<file path="config.mk">
export PLATFORM = sky130hd
export DESIGN_NAME = traffic_phase_sched
export DESIGN_NICKNAME = d
export VERILOG_FILES = /design/src/rtl/traffic_pkg.sv /design/src/rtl/phase_timer.sv /design/src/rtl/traffic_phase_sched.sv
export SDC_FILE = /design/constraint.sdc
export NUM_CORES = 1
export LEC_CHECK = 0
export CORE_MARGIN = 10
export CORE_UTILIZATION = 53
export DETAILED_ROUTE_END_ITERATION = 16
export GPL_TIMING_DRIVEN = 0
export PLACE_DENSITY = 0.77
export SETUP_SLACK_MARGIN = 0.05
export SLEW_MARGIN = 10
export SYNTH_ARGS = -nofsm -noshare
export SYNTH_HDL_FRONTEND = slang
export SYNTH_SLANG_ARGS = --single-unit
</file>
<file path="constraint.sdc">
create_clock -name clk -period 2.97 [get_ports clk]
set_clock_uncertainty 0.1 [all_clocks]
set_input_delay 0.594 -clock clk [delete_from_list [all_inputs] [get_ports clk]]
set_output_delay 0.594 -clock clk [all_outputs]
set_load 0.01 [all_outputs]
</file>
<file path="src/rtl/traffic_pkg.sv">
// Shared types and default timing for the traffic phase scheduler.
// Light and phase encodings here are what the signal heads and debug port see.
package traffic_pkg;

   typedef enum logic [1:0] {
      GREEN  = 2'b00,
      YELLOW = 2'b01,
      RED    = 2'b10
   } light_t;

   typedef enum logic [2:0] {
      A_GRN = 3'd0,
      A_YEL = 3'd1,
      AR_AB = 3'd2,
      B_GRN = 3'd3,
      B_YEL = 3'd4,
      AR_BA = 3'd5,
      WALK  = 3'd6
   } phase_t;

   typedef enum logic {
      DIR_A = 1'b0,
      DIR_B = 1'b1
   } dir_t;

   localparam int GREEN_MIN_DEF = 8;
   localparam int GREEN_MAX_DEF = 32;
   localparam int YELLOW_T_DEF  = 3;
   localparam int ALLRED_T_DEF  = 1;
   localparam int WALK_T_DEF    = 6;
   localparam int CNT_W_DEF     = 6;

   function automatic logic is_green(input phase_t p);
      return (p == A_GRN) || (p == B_GRN);
   endfunction

endpackage

</file>
<file path="src/rtl/phase_timer.sv">
// Per-phase cycle counter: synchronous clear on phase entry, saturation at
// a caller-supplied limit, and an equality compare against a terminal count.
module phase_timer #(
   parameter int CNT_W = 6
) (
   input  logic             clk_i,
   input  logic             rst_i,
   input  logic             clr_i,
   input  logic [CNT_W-1:0] lim_i,
   input  logic [CNT_W-1:0] tc_val_i,
   output logic [CNT_W-1:0] cnt_o,
   output logic             tc_o
);

   logic [CNT_W-1:0] cnt_q;
   logic [CNT_W-1:0] cnt_d;

   // next count: clear wins, otherwise count up until the limit
   always_comb begin
      cnt_d = cnt_q;
      if (clr_i) begin
         cnt_d = '0;
      end else if (cnt_q < lim_i) begin
         cnt_d = cnt_q + CNT_W'(1);
      end else begin
         cnt_d = cnt_q;
      end
   end

   // counter register
   always_ff @(posedge clk_i) begin
      if (rst_i) begin
         cnt_q <= '0;
      end else begin
         cnt_q <= cnt_d;
      end
   end

   assign cnt_o = cnt_q;
   assign tc_o  = (cnt_q == tc_val_i);

endmodule

</file>
<file path="src/rtl/traffic_phase_sched.sv">
// Timed phase scheduler for a two-street intersection with pedestrian walk.
// Optional emergency preemption is compiled in with EMERG_PREEMPT_EN.
module traffic_phase_sched
   import traffic_pkg::*;
#(
   parameter int GREEN_MIN = GREEN_MIN_DEF,
   parameter int GREEN_MAX = GREEN_MAX_DEF,
   parameter int YELLOW_T  = YELLOW_T_DEF,
   parameter int ALLRED_T  = ALLRED_T_DEF,
   parameter int WALK_T    = WALK_T_DEF,
   parameter int CNT_W     = CNT_W_DEF
) (
   input  logic       clk,
   input  logic       rst,
   input  logic       ta,
   input  logic       tb,
   input  logic       ped_req,
`ifdef EMERG_PREEMPT_EN
   input  logic       emg_req,
   input  logic       emg_dir,
`endif
   output logic       ped_ack,
   output logic       walk,
   output logic [1:0] la,
   output logic [1:0] lb,
   output logic [2:0] phase
);

   localparam logic [CNT_W-1:0] GMIN_TC = CNT_W'(GREEN_MIN - 1);
   localparam logic [CNT_W-1:0] GMAX_TC = CNT_W'(GREEN_MAX - 1);
   localparam logic [CNT_W-1:0] YEL_TC  = CNT_W'(YELLOW_T - 1);
   localparam logic [CNT_W-1:0] AR_TC   = CNT_W'(ALLRED_T - 1);
   localparam logic [CNT_W-1:0] WALK_TC = CNT_W'(WALK_T - 1);

   phase_t           state_q, state_d, base_s;
   dir_t             next_dir_q, next_dir_d;
   light_t           la_q, la_d, lb_q, lb_d;
   logic             walk_q, walk_d;
   logic             ped_pend_q, ped_pend_d;
   logic             ped_ack_q, ped_ack_d;
   logic             ped_set_s, wait_a_s, wait_b_s, min_ok_s;
   logic             tc_s, clr_s;
   logic [CNT_W-1:0] cnt_s, lim_s, tc_val_s;

   assign wait_a_s  = ta | ped_pend_q;
   assign wait_b_s  = tb | ped_pend_q;
   assign min_ok_s  = (cnt_s >= GMIN_TC);
   assign clr_s     = (state_d != state_q);
   assign ped_set_s = ped_req & ~ped_pend_q & (state_q != WALK);

   // greens saturate at max-out; other phases just run to their terminal count
   assign lim_s = is_green(state_q) ? GMAX_TC : {CNT_W{1'b1}};

   // terminal count for the phase currently held
   always_comb begin
      tc_val_s = GMAX_TC;
      case (state_q)
         A_YEL, B_YEL: tc_val_s = YEL_TC;
         AR_AB, AR_BA: tc_val_s = AR_TC;
         WALK:         tc_val_s = WALK_TC;
         default:      tc_val_s = GMAX_TC;
      endcase
   end

   phase_timer #(
      .CNT_W (CNT_W)
   ) u_timer (
      .clk_i    (clk),
      .rst_i    (rst),
      .clr_i    (clr_s),
      .lim_i    (lim_s),
      .tc_val_i (tc_val_s),
      .cnt_o    (cnt_s),
      .tc_o     (tc_s)
   );

   // state register plus registered light/walk/ack outputs
   always_ff @(posedge clk) begin
      if (rst) begin
         state_q    <= A_GRN;
         next_dir_q <= DIR_B;
         ped_pend_q <= 1'b0;
         ped_ack_q  <= 1'b0;
         la_q       <= GREEN;
         lb_q       <= RED;
         walk_q     <= 1'b0;
      end else begin
         state_q    <= state_d;
         next_dir_q <= next_dir_d;
         ped_pend_q <= ped_pend_d;
         ped_ack_q  <= ped_ack_d;
         la_q       <= la_d;
         lb_q       <= lb_d;
         walk_q     <= walk_d;
      end
   end

   // normal timed sequencing; tc_s doubles as the max-out flag in greens
   always_comb begin
      base_s = state_q;
      case (state_q)
         A_GRN: begin
            if (wait_b_s && ((min_ok_s && !ta) || tc_s)) base_s = A_YEL;
            else                                         base_s = A_GRN;
         end
         A_YEL: begin
            if (tc_s) base_s = AR_AB;
            else      base_s = A_YEL;
         end
         AR_AB: begin
            if (tc_s) base_s = ped_pend_q ? WALK : B_GRN;
            else      base_s = AR_AB;
         end
         B_GRN: begin
            if (wait_a_s && ((min_ok_s && !tb) || tc_s)) base_s = B_YEL;
            else                                         base_s = B_GRN;
         end
         B_YEL: begin
            if (tc_s) base_s = AR_BA;
            else      base_s = B_YEL;
         end
         AR_BA: begin
            if (tc_s) base_s = ped_pend_q ? WALK : A_GRN;
            else      base_s = AR_BA;
         end
         WALK: begin
            if (tc_s) base_s = (next_dir_q == DIR_B) ? B_GRN : A_GRN;
            else      base_s = WALK;
         end
         default: base_s = A_GRN;
      endcase
   end

`ifdef EMERG_PREEMPT_EN
   // emergency overrides: cut the conflicting green, abort walk, hold target green
   always_comb begin
      state_d = base_s;
      if (emg_req) begin
         case (state_q)
            A_GRN: begin
               if (emg_dir) state_d = A_YEL;
               else         state_d = A_GRN;
            end
            B_GRN: begin
               if (!emg_dir) state_d = B_YEL;
               else          state_d = B_GRN;
            end
            AR_AB, AR_BA: begin
               if (tc_s) state_d = emg_dir ? B_GRN : A_GRN;
               else      state_d = state_q;
            end
            WALK:    state_d = (next_dir_q == DIR_B) ? AR_AB : AR_BA;
            default: state_d = base_s;
         endcase
      end else begin
         state_d = base_s;
      end
   end
`else
   // without preemption the timed sequence is final
   always_comb begin
      state_d = base_s;
   end
`endif

   // pedestrian latch and all-red direction bookkeeping
   always_comb begin
      ped_ack_d  = ped_set_s;
      ped_pend_d = ped_pend_q;
      next_dir_d = next_dir_q;
      if ((state_d == WALK) && (state_q != WALK)) begin
         ped_pend_d = 1'b0;
      end else if (ped_set_s) begin
         ped_pend_d = 1'b1;
      end else begin
         ped_pend_d = ped_pend_q;
      end
      if ((state_d == AR_AB) && (state_q != AR_AB)) begin
         next_dir_d = DIR_B;
      end else if ((state_d == AR_BA) && (state_q != AR_BA)) begin
         next_dir_d = DIR_A;
      end else begin
         next_dir_d = next_dir_q;
      end
   end

   // Moore decode of the upcoming state so lights update with phase
   always_comb begin
      la_d   = RED;
      lb_d   = RED;
      walk_d = 1'b0;
      case (state_d)
         A_GRN:   la_d = GREEN;
         A_YEL:   la_d = YELLOW;
         B_GRN:   lb_d = GREEN;
         B_YEL:   lb_d = YELLOW;
         WALK:    walk_d = 1'b1;
         default: walk_d = 1'b0;
      endcase
   end

   assign la      = la_q;
   assign lb      = lb_q;
   assign walk    = walk_q;
   assign ped_ack = ped_ack_q;
   assign phase   = state_q;

endmodule

</file>
After elaboration in Yosys (flattened, before gate mapping)
Index checks and enable logic that the tools add are counted.

operators by class
  equal/unequal tests = 17
  magnitude comparators = 2
  reduce and logical (&&, ||, !) cells = 19
  mux-type cells = 16
  add/subtract/negate cells = 1
  bitwise operators = 5

operator list
  kind                 count
  $pmux 3 s7           1
  $eq 3x3->1 const B   6
  $mux 3               6
  $pmux 5 s3           1
  $eq 3x2->1 const B   4
  $reduce_or 2->1      5
  $pmux 2 s2           2
  $logic_and 1x1->1    7
  $add 6x1->6 const B  1
  $eq 3x1->1 const B   2
  $eq 6x5->1           1
  $ge 6x3->1 const B   1
  $logic_not 3->1      2
  $lt 6x6->1           1
  $mux 6               1
  $ne 3x3->1 const B   2
  $mux 2               2
  $logic_or 1x1->1     3
  $mux 1               3
  $ne 3x2->1 const B   1
  $ne 3x3->1           1
  $and 1x1->1          2
  $logic_not 1->1      2
  $or 1x1->1           2
  $not 1->1            1

word-level totals
  output and inout port bits = 9
  flip-flop bits (word level) = 17

Logic depth before layout (Yosys ltp)
  depth after elaboration = 11
  gate-level depth with buffers = 9
  mapped depth without buffers = 8

By module
From an unflattened synthesis, not the netlist that was laid out.

second synthesis, totals
  cell total of the unflattened synthesis = 142
  area total of the unflattened synthesis = 1176.1 um^2

modules (own cells, without submodules)
  module               area each (um^2)  cells an instance  times used  sequential area each (um^2)
  traffic_phase_sched  700.7             85                 1           220.2
  phase_timer          475.5             57                 1           120.1

Worst setup path after synthesis
OpenSTA, ideal clock, no wires.

  path type = register to register
  start = register state_q[0] (netlist: phase[0])
  end = register lb_q[1] (netlist: lb[1])
  cell stages (with the launch flop) = 10
  required time = 2.756 ns
  setup slack = 0.484 ns
  data arrival time = 2.272 ns
  library setup time = 0.114 ns
  cells stage by stage = dfxtp_1 > buf_6 > nor2b_1 > a21oi_1 > o2111ai_2 > or2_1 > buf_6 > a211o_1 > or4_1 > a21o_1

between the ends
  longest elaborated chain between the ends = 10

ends and longest elaborated chain
  what                                      RTL line                                                source
  start: declaration                        traffic_phase_sched.sv:35                               phase_t state_q, state_d, base_s;
  start signal: assignment                  traffic_phase_sched.sv:88                               state_q <= state_d;
  $eq 3x3->1 (tied with other cells)        traffic_phase_sched.sv:57, traffic_phase_sched.sv:101
  $reduce_or 2->1                           traffic_phase_sched.sv:57                               case (state_q)
  $pmux 5 s3                                traffic_phase_sched.sv:57
  $eq 6x5->1                                phase_timer.sv:40                                       assign tc_o = (cnt_q == tc_val_i);
  $logic_or 1x1->1 (on tied branches)       traffic_phase_sched.sv:115, traffic_phase_sched.sv:103
  $logic_and 1x1->1 (on tied branches)      traffic_phase_sched.sv:115, traffic_phase_sched.sv:103
  $mux 3 or $mux 1 (tied branches)          traffic_phase_sched.sv:115, traffic_phase_sched.sv:103
  $pmux 3 s7 (*)                            traffic_phase_sched.sv:101                              case (state_q)
  $eq 3x3->1 or $eq 3x2->1 (tied branches)  traffic_phase_sched.sv:192                              case (state_d)
  $pmux 2 s2 (*)                            traffic_phase_sched.sv:192
  end signal: assignment                    traffic_phase_sched.sv:93                               lb_q <= lb_d;
  end: declaration                          traffic_phase_sched.sv:37                               light_t la_q, la_d, lb_q, lb_d;

Every way passes the cells marked *; elsewhere a longest branch is shown, timed or not.
A chain may end at the register's enable or synchronous reset.

Final worst setup path
Ends and elaborated chain as after synthesis.

==> out/results.ini <==
[run_status]
status = completed

[routing]
drc = 0
drt-initial-drc-count = 44
detail-route-antenna-nets = 0
routed_wl_um = 2590
vias = 1078
vias_per_cell = 6.13
firstDrtPassIters = 4
wl_per_cell_um = 14.7

[synthesis]
yosysWarnings = 0
synthAdderAreaFrac_pct = 2.33
syn_area_sq_um = 1070
avgSynthCellArea_sq_um = 8.08
synth_flop_cell = dfxtp_1
syn_inst = 133
async_flop_share_pct = 0
synth_top_family_by_area = compound AO/OA/AOI/OAI gates
muxShareOfSynthArea_pct = 0.931
synth-simple-area-share_pct = 26.8
synth_xor_area_share_pct = 4.89
synth-seq-cells = 17
synth_compound_area_share_pct = 27.9
synth_cell_types = 49
synth_enable_flop_cells = 0
synthesis.nets = 140
ys_seq_area_share_pct = 31.7

[setup_path]
timing.rr.start = phase[0]
worstPathRequired_ns = 3.06
critPathLaunchType = flip-flop
arrival_ns = 2.81
r2r_end = lb[1]
ff2ff_path_depth = 9
end_kind = flip-flop
critical_path_class = flip-flop to flip-flop
reg2reg_slack_ns = 0.26
crit_fanout = 10

[placement]
gp_congestion = 0.935
dp_hpwl_um = 1970
io_buffers = 12
place_ws_ns = 0.112

[finish]
final_net_count = 157
syn2layout_area_growth_pct = 18.7
num_antenna_cells = 0
nFillCells = 188
final_util_pct = 65.7
final_common_cell = dfxtp_1
drive_above_1_share_pct = 10.7
most-common-layout-cells = 17 x dfxtp_1, 12 x clkdlybuf4s50_1, 11 x nor2_1

[hold_path]
hold_start = next_dir_q
holdPathEnd = next_dir_q
worstHoldPathCells = 2
hold_path.class = flip-flop to flip-flop

[power]
power.static_leakage_nw = 0.486
p_sw_share_pct = 45.5
p_int_w = 0.000632
p_switching_w = 0.000527
power_w = 0.00116
seqPwrFrac_pct = 29.3
power_frac_comb_pct = 60.4
irDropWorstVdd_v = 0.000620
p_clk_share_pct = 10.3
cellPowerDensity_nw_per_um2 = 908

[global_routing]
grt_pass1_wl_um = 4420
grt_pass1_vias = 1043
grt_use_total_pct = 12.4
grt_start_max_net_pins = 11
antenna_found_initial = 0
grt-ovfl-total = 0

[clocking]
cts_made_buffers = 3
clock_latency_ns = 0.29
clk_pin_slew_ns = 0.09
cts_root_buffer = clkbuf_4
cts_max_level = 1
cts_tree = done
holdBufCountCts = 0
ctsLongestPathBuffers = 2
cts.sinks = 17

[timing]
setup_slack_ns = 0.256
period_share_pct = 91.4
fin_tns_setup_ns = 0
setup_violations = 0
drv_slew = 0
rsz0062_at_grt = false
hold_viol_final = 0
worst_slew_pin_slew_ns = 0.579
finalCriticalPeriod_ns = 2.71
slew_headroom_pct = 61.2
fmax_mhz = 368

[floorplanning]
fp.dieH_um = 65.0
rows = 16
start_util_pct = 55.3
dieArea_sq_um = 4230
pin_count = 14
die_width_um = 65.0
coreArea_sq_um = 1940

[job]
cap_violations = 0

[routing by layer]
metal,wire length (um),vias to the layer above,track usage (%)
li1,-,528,-
met1,1190,504,14.5
met2,1250,42,20.9
met3,127,4,3.95
met4,25,0,4.28
met5,0,-,0
[area by class of cell]
class                      count  area, sq um  area share (%)
buffer                         6         40.0            3.14
clock buffer                   3         22.5            1.76
clock inverter                 1         5.00           0.392
inverter                       5         18.8            1.47
multi-input combinational    105          696            54.5
sequential                    17          340            26.7
tap                           27         33.8            2.65
timing repair buffer          12          120            9.41
[how the worst max path moves through the flow]
| stage | from | to | slack (ns) | cells past startpoint |
|---|---|---|---|---|
| after detailed placement | ta | next_dir_q | 0.11 | 8 |
| after floorplan | phase[0] | lb[1] | 0.48 | 9 |
| after CTS | u_timer.cnt_o[0] | next_dir_q | 0.15 | 8 |
| after global routing | phase[1] | next_dir_q | 0.06 | 8 |
| after global placement | ta | lb[1] | 0.11 | 8 |
| final | phase[0] | lb[1] | 0.26 | 9 |
[synthesized netlist by cell type (all sizes together) (4+ instances only)]
master | instances | area share (%)
inv | 5 | 1.7
nor2 | 11 | 3.8
nor3 | 10 | 4.7
a21oi | 9 | 4.2
nor2b | 5 | 2.9
o21ai | 10 | 4.7
dfxtp | 17 | 32
buf | 5 | 3.4
nand2 | 10 | 3.5
nand4 | 4 | 2.3
[logic make-up (layout without fill, tap and decap cells)]
family                   Yosys count  in the layout
XOR/XNOR                           6              6
buffers and inverters             11             27
adder cells (fa/ha/maj)            2              2
AND/OR/NAND/NOR                   55             55
AO/OA/AOI/OAI                     41             41
flip-flops                        17             17
multiplexers                       1              1
[per-stage QoR]
| step | hold WS (ns) | cell area [sq um] | instances |
|---|---|---|---|
| 2_1_floorplan | 0.358 | 1070 | 133 |
| 3_3_place_gp | 0.391 | 1230 | 172 |
| 3_5_place_dp | 0.384 | 1230 | 172 |
| 4_1_cts | 0.408 | 1260 | 176 |
| 5_1_grt | 0.447 | 1280 | 176 |
| 6_report | 0.404 | 1280 | 176 |
[flip-flops by register name, indices dropped and copies added (netlist names)]
signal	cells
ped_pend_q	1
phase	3
walk	1
next_dir_q	1
lb	2
ped_ack	1
u_timer.cnt_o	6
la	2
[worst max-delay path, stage by stage (launching register included)]
cell,delay (ns)
dfxtp_1,0.36
buf_6,0.15
nor2b_1,0.39
a21oi_1,0.17
o2111ai_2,0.33
or2_1,0.17
buf_6,0.13
o22ai_1,0.12
or4_1,0.52
a21o_1,0.18
[repair_timing]
| action | CTS | global route |
|---|---|---|
| endpoints found under the setup margin | 0 | 5 |
| setup buffers | 0 | 0 |
| resized for setup | 0 | 3 |
[power groups by stage]
stage	sequential [W]	combinational [W]	clock, W
detailed placement	0.000343	0.000678	0
CTS	0.000339	0.000682	0.000125
finish	0.000340	0.000700	0.000120
global route	0.000347	0.000776	0.000137
global placement	0.000342	0.000665	0
floorplan	0.000349	0.000479	0
Note: power is estimated with default switching activity, not from simulation.
==> variant 1, RTL diff (config.mk and constraints unchanged) <==
Add a define of `EMERG_PREEMPT_EN`.
--- a/src/rtl/traffic_phase_sched.sv
+++ b/src/rtl/traffic_phase_sched.sv
@@ -1,5 +1,7 @@
 // Timed phase scheduler for a two-street intersection with pedestrian walk.
 // Optional emergency preemption is compiled in with EMERG_PREEMPT_EN.
+`define EMERG_PREEMPT_EN
+
 module traffic_phase_sched
    import traffic_pkg::*;
 #(
Interface: changed (added emg_dir and emg_req); port bits go from 14 to 16. No check against the original RTL was run, so the function may have changed too.
==> variant 1 against the original RTL <==
  * Design area grew 27%
  * Maximum frequency shrank 1.2%
  * Sequential cell count is the same
  * Non-clock buffer count grew 10
  * Worst setup slack lost 0.033 ns
  * Critical path depth grew 1
  * Final cell count grew 25%
  * Power grew 22%
  * Routed wire length grew 43%
  * Die area grew 17%
  * Synthesized area grew 25%
  * Highest routed layer unchanged
==> variant 1: results (changes against the original RTL) <==
Routing
  – Met3 routed WL: 239 um (was 127 um)
  – Met2 wire len: 1795 um (was 1248 um)
  – Final wirelength: 3702 um (was 2588 um)
  – DRT met1 WL: 1620 um (was 1187 um)
  – Number of vias per cell: 6.414 (was 6.125)

Worst setup path
  – Terminus of the critical flop-to-flop path: next_dir_q (was lb[1])
  – CP max-delay cell: o31ai_4 (was or4_1)
  – Register-to-Register Path Depth: 10 (was 9)
  – Critical Path AT: 2.84 ns (was 2.81 ns)
  – Critical Path Max Stage Delay: 0.39 ns (was 0.52 ns)
  – R2R setup slack: 0.22 ns (was 0.26 ns)

Placement
  – Placed inst area: 0.001523 mm^2 (was 0.001229 mm^2)
  – DP Worst Slack: -0.06579 ns (was 0.1123 ns)
  – I/O Buffers: 14 (was 12)

Power
  – Power share of the clock group: 0.088 (was 0.103)
  – Maximum VDD drop: 759.1 uV (was 619.6 uV)
  – Comb pwr: 0.965 mW (was 0.700 mW)

STA
  – Min Hold Slack: 0.5287 ns (was 0.4035 ns)
  – Worst-margin pin slew: 0.4956 ns (was 0.5794 ns)

Run status
  – Status: finished clean (unchanged)

GRT
  – Vias in the first global route: 1381 (was 1043)
  – GRT Overall Usage: 0.1497 (was 0.1244)

Synthesis
  – Post-Syn Nets: 178 (was 140)
  – Synth top cells by count: dfxtp_1, nor2_1, nor3_1 (was dfxtp_1, nor2_1, nand2_1, nor3_1)
  – Post-synthesis sequential area ratio: 0.2530 (was 0.3166)

Cells and area
  – Nets: 200 (was 157)
  – Cell Count, Final, Fillers Out: 220 (was 176)
-- variant 1: cell types whose count changed after synthesis, sizes merged, moves of 3 or more --
cell and delta:
a21oi -4, nand2 -4, a31oi +5, o21ai -4, nor2b -4, clkbuf +4, nor3 +6, o31a +3
nor2 +7, nor3b +4
-- variant 1: layout make-up --
type                            instances  area (um^2)
Fill cell                             222        837.1
Clock buffer                            4        26.28
Sequential cell                        17        342.8
Multi-Input combinational cell        134        967.2
Inverter                                7        26.28
Buffer                                 11        55.05
Timing Repair Buffer                   17        162.7
Tap cell                               30        37.54
-- variant 1: worst max path at each step --
stage / startpoint / endpoint / slack [ns]
2_1_floorplan: u_timer.cnt_o[1] / ped_pend_q / 0.43
3_3_place_gp: u_timer.cnt_o[1] / ped_pend_q / -0.02
3_5_place_dp: u_timer.cnt_o[1] / u_timer.cnt_o[3] / -0.07
4_1_cts: phase[0] / u_timer.cnt_o[3] / 0.09
5_1_grt: u_timer.cnt_o[4] / u_timer.cnt_o[3] / 0.02
6_report: phase[2] / next_dir_q / 0.22
-- variant 1: cells by family (layout without fill, tap and decap cells) --
kind of cell | after synthesis | count (layout) | synth area share
adder cells (fa/ha/maj) | 2 | 2 | 0.01860
AO/OA/AOI/OAI | 47 | 47 | 0.2763
multiplexers | 3 | 3 | 0.02233
flip-flops | 17 | 17 | 0.2530
AND/OR/NAND/NOR | 75 | 75 | 0.3274
buffers and inverters | 18 | 39 | 0.05674
XOR/XNOR | 7 | 7 | 0.04558
-- variant 1: metal layers --
layer | global-route usage | vias up
met3 | 0.03814 | 6
met1 | 0.1828 | 678
li1 | - | 680
met5 | 0 | -
met2 | 0.2395 | 47
met4 | 0.06360 | 0
-- variant 1: timing repair --
action,4_1_cts,5_1_grt
pin swaps,0,4
gates resized for setup,1,11
setup endpoints to repair,8,11
buffers inserted,0,3
==> variant 2, RTL diff (same flow settings) <==
Made on the original files. Reset style: asynchronous (`rst` and `rst_i`), changed in 2 clocked blocks.
--- a/src/rtl/phase_timer.sv
+++ b/src/rtl/phase_timer.sv
@@ -28,7 +28,7 @@
    end
 
    // counter register
-   always_ff @(posedge clk_i) begin
+   always_ff @(posedge clk_i or posedge rst_i) begin
       if (rst_i) begin
          cnt_q <= '0;
       end else begin
--- a/src/rtl/traffic_phase_sched.sv
+++ b/src/rtl/traffic_phase_sched.sv
@@ -75,7 +75,7 @@
    );
 
    // state register plus registered light/walk/ack outputs
-   always_ff @(posedge clk) begin
+   always_ff @(posedge clk or posedge rst) begin
       if (rst) begin
          state_q    <= A_GRN;
          next_dir_q <= DIR_B;
Function: differs if rst is asserted again (counterexample within 4 cycles, from zero or initial values and one cycle with rst high); with rst held inactive, the same outputs for 10 cycles.
==> variant 2 against the original RTL <==
  * Worst setup slack better by 0.011 ns
  * Final cell count decreased by 8.5%
  * Maximum frequency rose by 0.40%
  * Routed wire length is 4.4% lower
  * Power grew 9.7%
  * Synthesized area up 0.23%
  * Design area is 0.39% higher
  * Sequential cell count stayed put
  * Critical path type unchanged
==> variant 2: results (changes against the original RTL) <==
CTS
  – Clk buf depth: 2 (unchanged)
  – Clock-pin slew on the worst setup and hold paths: 0.10 ns
  – Max H-tree Level: 1 (unchanged)
  – CTS Buf Count: 3 (unchanged)
  – Worst skew pair latency: around 0.3 ns
  – CTS root buf: clkbuf_4 (unchanged)

STA
  – Slew headroom: 0.5858 (was 0.6119)
  – Final worst setup slack: 0.2667 ns (was 0.2559 ns)

Worst setup path
  – Crit path to: u_timer.cnt_o[5] (was lb[1])
  – Max FO, Critical Path: 6 (was 10)
  – Register-to-Register Path Depth: 9 (unchanged)
  – Crit path from: u_timer.cnt_o[1] (was phase[0])
  – R2R setup slack: around 0.27 ns
  – Critical Path Max Stage Delay: 0.46 ns (was 0.52 ns)
  – Critical Path AT: 2.78 ns (was 2.81 ns)
  – CP max-delay cell: dfrtp_1 (was or4_1)
  – CP delay by family, top: compound AO/OA/AOI/OAI gates (was simple AND/OR/NAND/NOR gates)

Placement
  – I/O Buffers: 13 (was 12)
  – RePlAce Congestion: 0.8842 (was 0.9349)
  – DP Worst Slack: 0.1940 ns (was 0.1123 ns)
  – Detailed placer's ending HPWL: 1830 um (was 1971 um)

Synthesis
  – Mux cell area share after synthesis: 0.02323 (was 0.009313)
  – Ranking of synthesized cells by area: dfrtp_1, dfstp_2, nor3_1 (was dfxtp_1, nor3_1, a21oi_1)
  – Synth Flop Type: dfrtp_1 (was dfxtp_1)
  – Post-Synth XOR/XNOR Area: 0.04878 (was 0.04889)
  – Count leader, synth: dfrtp_1 (was dfxtp_1)
  – Synth top cells by count: dfrtp_1, nor2_1, nor3_1 (was dfxtp_1, nor2_1, nand2_1, nor3_1)
  – Synth Area in Compound Gates: 0.2300 (was 0.2794)
  – Post-Synth Adder-Cell Area: 0.02323 (was 0.02328)
  – Distinct cells, synth: 44 (was 49)
  – Post-synthesis sequential area ratio: 0.3972 (was 0.3166)
  – Synth Warn #: 0 (unchanged)
  – Fraction of registers with async set/reset: 1.000 (was 0)

Worst hold path
  – HP Class: reg2reg (unchanged)
  – WHS Endpoint: next_dir_q (unchanged)
  – Min-delay src: next_dir_q (unchanged)
  – Hold path cells: 2 (unchanged)

Power
  – Leak: 0.5332 nW (was 0.4860 nW)
  – Maximum VDD drop: 668.3 uV (was 619.6 uV)

Cells and area
  – Max FFs per register: 6 (unchanged)
  – Diodes inserted: 0 (unchanged)
  – Share of layout cells above drive strength 1: 0.1418 (was 0.1074)
  – Nets: 142 (was 157)

Routing
  – Drt first pass iters: 4 (unchanged)
  – 1st-iter DRT viols: 42 (was 44)
  – # DRC: 0 (unchanged)
  – Number of vias per cell: 5.820 (was 6.125)
  – Final wirelength: 2475 um (was 2588 um)

GRT
  – GRT Overall Usage: 0.1204 (was 0.1244)
  – Vias in the first global route: 874 (was 1043)
  – Largest net degree at the start of global routing: 18 (was 11)
  – Antenna violations before repair: 0 (unchanged)
  – First-pass GRT wire length: 4133 um (was 4416 um)

Run status
  – Status: finished clean (unchanged)
==> variant 2: cell types whose count changed in the layout (fill, tap and decap cells not counted), sizes merged, moves of 3 or more <==
cell    delta
dfxtp     -17
dfrtp     +15
clkbuf     +5
nor2b      -4
a211oi     -3
buf        -3
nor4       -3
o31ai      -3
or2        -3
==> variant 2: metrics by stage <==
stage | cell area (um^2) | hold slack [ns] | cells
after floorplan | 1077 | 0.3427 | 117
after global placement | 1241 | 0.3532 | 157
after detailed placement | 1241 | 0.3579 | 157
after CTS | 1269 | 0.3726 | 161
after global routing | 1281 | 0.3858 | 161
final | 1281 | 0.3755 | 161
==> variant 2: timing repair <==
action | in CTS | in global routing
setup buffers | 0 | 0
resized for setup | 0 | 1
endpoints found under the setup margin | 0 | 6
==> variant 2: power by group <==
| part | leakage (nW) | internal (mW) | switching [mW] |
|---|---|---|---|
| logic | 0.307 | 0.328 | 0.460 |
| registers | 0.209 | 0.309 | 0.0477 |
| clock network | 0.0177 | 0.0502 | 0.0753 |
| total | 0.533 | 0.688 | 0.583 |
==> variant 2: logic make-up after synthesis <==
family,Yosys count
XOR/XNOR,6
flip-flops,17
AO/OA/AOI/OAI,32
adder cells (fa/ha/maj),2
buffers and inverters,15
multiplexers,2
AND/OR/NAND/NOR,43
==> variant 2: metal layers <==
metal	GRT usage	routed length (um)	vias up
met5	0	0	-
met4	0.03743	17	0
met3	0.03952	132	4
met2	0.1946	1296	25
met1	0.1477	1028	456
li1	-	-	452
==> variant 2: layout make-up <==
type	instances	area (um^2)
timing repair buffer	13	130.1
inverter	7	26.28
fill	177	660.6
buffer	8	41.29
clock buffer	3	22.52
tap	27	33.78
multi-input combinational	85	594.3
sequential	17	427.9
clock inverter	1	5.005
